==> src/rtl/ahb_fanout_n.sv <==
// AHB-Lite one-master to N-slave fanout with address decode, data-phase response
// mux and a built-in default slave that answers unmapped addresses with a two-cycle ERROR.
module ahb_fanout_n #(
  parameter int N_PORTS = 3,
  parameter int ADDR_W  = 31,
  parameter int DATA_W  = 32,
  parameter logic [N_PORTS*ADDR_W-1:0] BASE = {ADDR_W'(32'h2000_0000), ADDR_W'(32'h1000_0000),
                                               ADDR_W'(32'h0000_0000)},
  parameter logic [N_PORTS*ADDR_W-1:0] MASK = {ADDR_W'(32'h7000_0000), ADDR_W'(32'h7000_0000),
                                               ADDR_W'(32'h7000_0000)}
) (
  input  logic                       clock,
  input  logic                       reset,
  input  logic                       auto_in_hready,
  input  logic [1:0]                 auto_in_htrans,
  input  logic [2:0]                 auto_in_hsize,
  input  logic                       auto_in_hwrite,
  input  logic [ADDR_W-1:0]          auto_in_haddr,
  input  logic [DATA_W-1:0]          auto_in_hwdata,
  output logic                       auto_in_hreadyout,
  output logic                       auto_in_hresp,
  output logic [DATA_W-1:0]          auto_in_hrdata,
  output logic [N_PORTS-1:0]         auto_out_hsel,
  output logic [N_PORTS-1:0]         auto_out_hready,
  output logic [2*N_PORTS-1:0]       auto_out_htrans,
  output logic [3*N_PORTS-1:0]       auto_out_hsize,
  output logic [N_PORTS-1:0]         auto_out_hwrite,
  output logic [ADDR_W*N_PORTS-1:0]  auto_out_haddr,
  output logic [DATA_W*N_PORTS-1:0]  auto_out_hwdata,
  input  logic [N_PORTS-1:0]         auto_out_hreadyout,
  input  logic [N_PORTS-1:0]         auto_out_hresp,
  input  logic [DATA_W*N_PORTS-1:0]  auto_out_hrdata,
  output logic [7:0]                 err_count,
  output logic [1:0]                 dbg_state
);

  // Handshake: an address phase is accepted only on a clock edge where auto_in_hready=1
  // and htrans[1]=1; the data phase that follows completes on the first cycle the owning
  // slave drives hreadyout=1. Nothing is decoded or sampled while auto_in_hready=0.

  typedef enum logic [1:0] {S_IDLE = 2'd0, S_ERR1 = 2'd1, S_ERR2 = 2'd2} state_e;

  state_e             state_q, state_d;
  logic [N_PORTS:0]   dsel_q, dsel_d;
  logic [7:0]         err_count_q, err_count_d;
  logic [N_PORTS-1:0] hit_oh;
  logic               hit_any;
  logic               xfer;
  logic               miss;
  logic               err_enter;

  // Lowest-index port wins when several windows overlap.
  always_comb begin
    hit_oh  = '0;
    hit_any = 1'b0;
    for (int i = 0; i < N_PORTS; i++) begin
      if (!hit_any && ((auto_in_haddr & MASK[i*ADDR_W +: ADDR_W]) == BASE[i*ADDR_W +: ADDR_W])) begin
        hit_oh[i] = 1'b1;
        hit_any   = 1'b1;
      end
    end
  end

  assign xfer = auto_in_htrans[1];
  assign miss = xfer & ~hit_any;

  assign auto_out_hsel   = xfer ? hit_oh : '0;
  assign auto_out_hready = {N_PORTS{auto_in_hready}};
  assign auto_out_hsize  = {N_PORTS{auto_in_hsize}};
  assign auto_out_hwrite = {N_PORTS{auto_in_hwrite}};
  assign auto_out_haddr  = {N_PORTS{auto_in_haddr}};
  assign auto_out_hwdata = {N_PORTS{auto_in_hwdata}};

  for (genvar g = 0; g < N_PORTS; g++) begin : g_htrans
    assign auto_out_htrans[2*g +: 2] = auto_out_hsel[g] ? auto_in_htrans : 2'b00;
  end

  always_comb begin
    dsel_d = dsel_q;
    if (auto_in_hready) begin
      if (!xfer) begin
        dsel_d = '0;
      end else if (hit_any) begin
        dsel_d = {1'b0, hit_oh};
      end else begin
        dsel_d          = '0;
        dsel_d[N_PORTS] = 1'b1;
      end
    end
  end

  always_comb begin
    state_d = state_q;
    case (state_q)
      S_IDLE:  if (auto_in_hready && miss) state_d = S_ERR1;
      S_ERR1:  state_d = S_ERR2;
      S_ERR2:  state_d = (auto_in_hready && miss) ? S_ERR1 : S_IDLE;
      default: state_d = S_IDLE;
    endcase
  end

  assign err_enter   = (state_d == S_ERR1) && (state_q != S_ERR1);
  assign err_count_d = (err_enter && (err_count_q != 8'hFF)) ? err_count_q + 8'd1 : err_count_q;

  always_ff @(posedge clock or negedge reset) begin
    if (!reset) begin
      state_q     <= S_IDLE;
      dsel_q      <= '0;
      err_count_q <= 8'd0;
    end else begin
      state_q     <= state_d;
      dsel_q      <= dsel_d;
      err_count_q <= err_count_d;
    end
  end

  // Idle bus answers OKAY/ready; the default slave never returns read data.
  always_comb begin
    auto_in_hreadyout = 1'b1;
    auto_in_hresp     = 1'b0;
    auto_in_hrdata    = '0;
    for (int i = 0; i < N_PORTS; i++) begin
      if (dsel_q[i]) begin
        auto_in_hreadyout = auto_out_hreadyout[i];
        auto_in_hresp     = auto_out_hresp[i];
        auto_in_hrdata    = auto_out_hrdata[i*DATA_W +: DATA_W];
      end
    end
    if (dsel_q[N_PORTS]) begin
      auto_in_hreadyout = (state_q != S_ERR1);
      auto_in_hresp     = (state_q != S_IDLE);
      auto_in_hrdata    = '0;
    end
  end

  assign err_count = err_count_q;
  assign dbg_state = state_q;

endmodule

==> config.mk <==
export PLATFORM = sky130hd
export DESIGN_NAME = ahb_fanout_n
export DESIGN_NICKNAME = d
export VERILOG_FILES = /design/src/rtl/ahb_fanout_n.sv
export SDC_FILE = /design/constraint.sdc
export NUM_CORES = 1
export LEC_CHECK = 0
export ABC_AREA = 1
export CORE_AREA = 4 4 165 167
export DETAILED_ROUTE_END_ITERATION = 7
export DIE_AREA = 0 0 169 171
export PLACE_DENSITY_LB_ADDON = 0.12
export SYNTH_ARGS = -nofsm -noshare
export SYNTH_HDL_FRONTEND = slang
export SYNTH_SLANG_ARGS = --single-unit
==> constraint.sdc <==
create_clock -name clock -period 1.5 [get_ports clock]
set_input_delay 0.225 -clock clock [delete_from_list [all_inputs] [get_ports clock]]
set_output_delay 0.225 -clock clock [all_outputs]
set_load 0.05 [all_outputs]
==> results.toml <==
[run_status]
outcome = "finished, violations left"
failing_checks = "negative setup slack"

[timing]
timing.final.hold_violations = 0
tightestPinTransition_ns = 0.334
rsz0062_at_grt = "yes"
drv_slew = 0
timing.final.crit_share = 1.13
slew_headroom = 0.775
clock_tree_skew_after_final_layout_ns = 0.00107
period_minus_slack_ns = 1.70
finalSetupViolations = 34
achievable-frequency_mhz = 588
final_critical_path_setup_slack_ns = -0.201

[cts]
cts_max_level = 1
cts.path.max_buffers = 2
cts_tree = "built"
cts-hold-fix-buffers = 0
cts_buffers = 3
clock_latency_ns = 0.24
cts.sink_count = 14
cts.repair_timing.setup_buffer_count = 0
cts.root.buffer_cell = "sky130_fd_sc_hd__clkbuf_16"
cts.clk_slew.worst_paths_ns = 0.05

[final_layout]
final_layout_size_suffix_gt1_frac = 0.444
finish.net_count = 638
final_cell_area_um2 = 5360
insertedDiodeCount = 0
synthToLayoutAreaGrowth_pct = 71.9
final.fill_count = 2832

[synth]
post_synth_instance_area_um2 = 3120
synth_warnings = 0
ys_ff_latch = 14
synth_area_per_cell_um2 = 6.58
mappedNetlistNets = 649
seq_area_frac_synth = 0.112
post_synth_inst_count = 474
number_of_library_cell_types_mapped_by_synthesis = 27

[routing]
detail_route.first_pass.iterations = 4
wl_per_cell_um = 16.5
drc_errors = 0
wl_met1_um = 4910
routed_wl_um = 13100
top_layer_used = "met5"
met2RoutedLength_um = 6120
detail-route-antenna-nets = 0
detail_route.vias_per_cell = 3.46
drt_first_iter_violations = 56
route.met3.wl_um = 1770
dr_total_vias = 2759

[worst_setup_path]
timing.critical_path.slowest_stage_cell = "sky130_fd_sc_hd__dfrtp_2"
critPathCaptureType = "primary output"
timing.critical_path.arrival_ns = 1.48
critical_path.max_stage_delay_ns = 0.47
critical_path_peak_fanout = 11
cpMostUsedCell = "sky130_fd_sc_hd__buf_12"
timing.critical_path.max_delay_family = "flip-flops"
critical_path.startpoint_type = "flip-flop"
criticalPathCategory = "flip-flop to primary output"
cp_buf_inv_count = 2
worstPathRequired_ns = 1.27
cp_cell_sequence = "nor2_8 -> buf_12 -> nand2_2 -> a21oi_4 -> buf_12"

[floorplanning]
core.rowCount = 59
start_util = 0.121
dieHeight_um = 171
fp.coreArea_um2 = 25800
die-area_um2 = 28900
design.portCount = 431
dieWidth_um = 169

[global_route]
grt_pass1_wl_um = 19000
number_of_global_route_vias_before_repair = 3028
grt_start_max_net_pins = 23
overflow = 0
antenna_found_initial = 3
combined_global_route_utilization_of_all_metal_layers = 0.0846

[hold_path]
hp-class = "input port to async pin"

[place]
place.port_buffers = 174
pre_cts_setup_slack_ns = -0.0863
hpwl_um = 10800
routability_congestion_estimate = 0.764
detailed_place.area_um2 = 4970

[pwr]
leakage_nw = 1.95
ir_drop_uv = 666
power_density_nw_per_um2 = 578

[flow_run]
max-cap-violations = 0
## registers in the layout, summed over array words and instances, names as in the netlist
| name | cells |
|---|---|
| err_count | 8 |
| dsel_q | 4 |
| dbg_state | 2 |
## cells by family after synthesis
kind of cell | count (synthesis) | share of synthesized area
AO/OA/AOI/OAI | 106 | 0.172
flip-flops | 14 | 0.112
AND/OR/NAND/NOR | 107 | 0.150
XOR/XNOR | 3 | 0.00842
buffers and inverters | 243 | 0.554
adder cells (fa/ha/maj) | 1 | 0.00401
## through the flow
| stage | utilization | std cells | setup TNS [ns] | hold WS [ns] | total power, W |
|---|---|---|---|---|---|
| after floorplan | - | 474 | -0.0546 | -0.0706 | 0.00277 |
| after global placement | 0.193 | 793 | -1.09 | 0.451 | 0.00247 |
| after detailed placement | 0.193 | 793 | -1.35 | 0.451 | 0.00247 |
| after CTS | 0.205 | 797 | -6.46 | 0.309 | 0.00312 |
| after global routing | 0.208 | 797 | -7.72 | 0.335 | 0.00326 |
| final | 0.208 | 797 | -5.71 | 0.301 | 0.00310 |
## final cells by class
class	instances	area, µm²	area share
clock buffer	4	88.8	0.0166
inverter	19	73.8	0.0138
multi-input combinational	217	1630	0.304
sequential	14	355	0.0662
tap	335	419	0.0781
timing repair buffer	208	2800	0.521
## where the power goes
part           leakage [nW]  switching [W]  internal, W
clock network        0.0442       0.000164     0.000405
registers             0.182       0.000101     0.000432
logic                  1.72        0.00101     0.000989
total                  1.95        0.00127      0.00183
## path summary, 6_finish.rpt
path	start	to	slack (ns)	cells after the start
worst min-delay path	reset	err_count[5]	0.30	2
worst min register to register	dsel_q[0]	dsel_q[0]	0.51	2
max in group asynchronous	reset	dsel_q[1]	1.00	2
worst max register to register	err_count[0]	err_count[4]	0.13	7
min in group clock	auto_in_haddr[4]	auto_out_haddr[4]	0.45	0
worst max-delay path	dsel_q[1]	auto_in_hrdata[15]	-0.20	5
## cells in the mapped netlist
| cell | count | area, µm² |
|---|---|---|
| sky130_fd_sc_hd__a21oi_1 | 65 | 325 |
| sky130_fd_sc_hd__buf_2 | 11 | 55.1 |
| sky130_fd_sc_hd__nor2_4 | 1 | 11.3 |
| sky130_fd_sc_hd__o21ai_1 | 5 | 25.0 |
| sky130_fd_sc_hd__nand3_1 | 8 | 40.0 |
| sky130_fd_sc_hd__inv_2 | 1 | 3.75 |
| sky130_fd_sc_hd__nand3b_1 | 1 | 7.51 |
| sky130_fd_sc_hd__ha_1 | 1 | 12.5 |
| sky130_fd_sc_hd__nor2_8 | 1 | 20.0 |
| sky130_fd_sc_hd__clkbuf_1 | 2 | 7.51 |
| sky130_fd_sc_hd__xor2_1 | 1 | 8.76 |
| sky130_fd_sc_hd__buf_6 | 3 | 33.8 |
| sky130_fd_sc_hd__or2_2 | 1 | 6.26 |
| sky130_fd_sc_hd__xnor2_1 | 2 | 17.5 |
| sky130_fd_sc_hd__o21bai_1 | 1 | 7.51 |
| sky130_fd_sc_hd__nor2_1 | 8 | 30.0 |
| sky130_fd_sc_hd__o21ai_0 | 34 | 170 |
| sky130_fd_sc_hd__buf_4 | 208 | 1560 |
| sky130_fd_sc_hd__nand4_1 | 1 | 6.26 |
| sky130_fd_sc_hd__dfrtp_1 | 14 | 350 |
| sky130_fd_sc_hd__clkinv_1 | 1 | 3.75 |
| sky130_fd_sc_hd__inv_1 | 17 | 63.8 |
| sky130_fd_sc_hd__nand2_1 | 82 | 308 |
| sky130_fd_sc_hd__nor2_2 | 1 | 6.26 |
| sky130_fd_sc_hd__nand2_4 | 1 | 11.3 |
| sky130_fd_sc_hd__o211ai_1 | 1 | 7.51 |
| sky130_fd_sc_hd__nand3_2 | 2 | 20.0 |
## placed cells by master, fill, tap and decap left out, drive strengths merged
cell type / count
dfrtp: 14
xor2: 1
o21bai: 1
nor2: 11
nand4: 1
nand2: 83
nand3: 10
dlygate4sd2: 4
clkbuf: 4
o21ai: 39
nand3b: 1
ha: 1
buf: 99
xnor2: 2
inv: 18
a21oi: 65
clkdlybuf4s50: 105
o211ai: 1
or2: 1
clkinv: 1
## timing repair
item	4_1_cts	5_1_grt
endpoints found under the hold margin	0	0
resized for setup	67	38
endpoints found under the setup margin	43	34
pin swaps	6	1
## per-layer routing
| metal | global-route usage | vias to the layer above |
|---|---|---|
| met5 | 0 | - |
| met4 | 0.0207 | 6 |
| li1 | - | 1287 |
| met3 | 0.0506 | 32 |
| met2 | 0.146 | 214 |
| met1 | 0.0889 | 1220 |
Note: power is estimated with default switching activity, not from simulation.
==> RTL change, RTL diff (same settings) <==
Set the parameter `DATA_W` to 16 (it was 32).
--- a/src/rtl/ahb_fanout_n.sv
+++ b/src/rtl/ahb_fanout_n.sv
@@ -5,3 +5,3 @@
   parameter int ADDR_W  = 31,
-  parameter int DATA_W  = 32,
+  parameter int DATA_W  = 16,
   parameter logic [N_PORTS*ADDR_W-1:0] BASE = {ADDR_W'(32'h2000_0000), ADDR_W'(32'h1000_0000),
Ports: changed (resized auto_in_hrdata, auto_in_hwdata, auto_out_hrdata and auto_out_hwdata); port bits go from 431 to 303. No check against the original RTL was run, so the function may have changed too.
==> RTL change against the unedited design <==
  * Largest cell class unchanged
  * Count of clock-buffer cells in the layout unchanged
  * Worst setup slack worse by 19 ps
  * The run still ends with negative setup slack left
  * Cell area down 26%
  * Via count down 29%
  * Power down 17%
  * Synthesized cell count down 26%
  * First-iteration DRC count down 5.4%
  * Wire length down 30%
  * Sequential cell count unchanged
  * Hold slack worse by 5.7 ps
  * Register-to-register slack better by 80 ps
  * Combinational power down 26%
  * Area after synthesis down 24%
  * Sequential power down 4%
==> RTL change: results (changes against the unedited design) <==
INFO  metric netlist-cell-type-count = 24 (-11%)
INFO  metric timing.critical_path.slowest_cell_delay = 440 ps (-30 ps)
INFO  metric wl_per_cell = 13.54 µm (-18%)
INFO  metric final_sum_of_negative_setup_slack = -3203 ps (+2507 ps)
INFO  metric result_of_the_run = finished with violations
INFO  metric drt_iter0_drc = 53 (-5.4%)
INFO  metric avgSynthCellArea = 6.775 µm² (+2.9%)
INFO  metric layout.cells.non_filler = 679 (-15%)
INFO  metric worst_ir_drop_vdd = 405.8 µV (-39%)
INFO  metric finalSetupViolCount = 18 (-47%)
INFO  metric grt_util_met1 = 0.05725 (-0.03162)
INFO  metric drt-pass1-iter-count = 3 (-1)
INFO  metric worst_r2r_path_depth = 6 (-1)
INFO  metric regToRegSetupSlack = 210 ps (+80 ps)
INFO  metric dp_cells = 658 (-17%)
INFO  metric finish.net_count = 456 (-29%)
INFO  metric fraction_of_layout_instances_using_a_drive_strength_above_1 = 0.4448 (+0.001044)
INFO  metric grt_antenna_before_repair = 1 (-2)
INFO  metric post_dp_cell_area = 3522 µm² (-29%)
INFO  metric via_count_of_the_first_global_routing_pass = 2104 (-31%)
INFO  metric power.static_leakage = 0.001591 µW (-18%)
INFO  metric regToRegStartpoint = err_count[2]
INFO  metric synth.yosys.seq_area_share = 0.1469 (+0.03464)
INFO  metric met2_track_usage_gr = 0.1035 (-0.04211)
INFO  metric finalWorstSetupSlack = -220.1 ps (-19.16 ps)
INFO  metric first_pass_grt_wire_length = 12340 µm (-35%)
INFO  metric mappedNetlistNets = 463 (-29%)
INFO  metric global_route.usage.total = 0.05539 (-0.02926)
INFO  metric grt_max_degree = 15 (-35%)
INFO  metric violations = negative setup slack
-- RTL change: cell types whose count changed after synthesis, sizes merged --
cell    change
a21oi      -32
buf        -57
clkbuf      -1
nand2      -16
nand3       -1
nor2        +2
o21ai      -16
or2         -1
-- RTL change: per-layer routing --
metal  routed length [µm]  share of wire
met2                 4869           0.53
met5                   13         0.0014
met4                  216          0.023
met3                  817          0.089
met1                 3275           0.36
-- RTL change: power groups by stage --
stage	registers [µW]	logic, µW	clock network, µW
after floorplan	654	1520	0
after global placement	521	1430	0
after detailed placement	513	1420	0
after CTS	512	1450	585
after global routing	524	1580	604
final	514	1490	571
-- RTL change: cell families after synthesis --
logic type | count (synthesis) | share of synthesized area
buf+inv | 185 | 0.5477
simple gates | 91 | 0.1653
compound gates | 58 | 0.1238
flops | 14 | 0.1469
xor+xnor | 3 | 0.01102
fa+ha+maj | 1 | 0.005246
-- RTL change: repair_timing --
| item | 4_1_cts | 5_1_grt |
|---|---|---|
| gates cloned | 0 | 3 |
| pin swaps | 3 | 14 |
| buffers inserted | 5 | 9 |
| gates resized for setup | 24 | 39 |
| endpoints found under the setup margin | 27 | 20 |
-- RTL change: worst min-delay path by stage --
stage / start / endpoint
after CTS: reset / err_count[0]
after floorplan: reset / dbg_state[0]
after detailed placement: auto_in_haddr[2] / auto_out_haddr[33]
after global routing: reset / err_count[5]
after global placement: auto_in_haddr[2] / auto_out_haddr[33]
final: reset / err_count[5]
-- RTL change: cell type report --
class,instances,area [µm²]
multi-input combinational,153,1017
fill,2872,21800
clock buffer,4,88.84
sequential,14,356.6
timing repair buffer,153,1993
timing repair inverter,1,5.005
tap,335,419.2
inverter,19,78.83
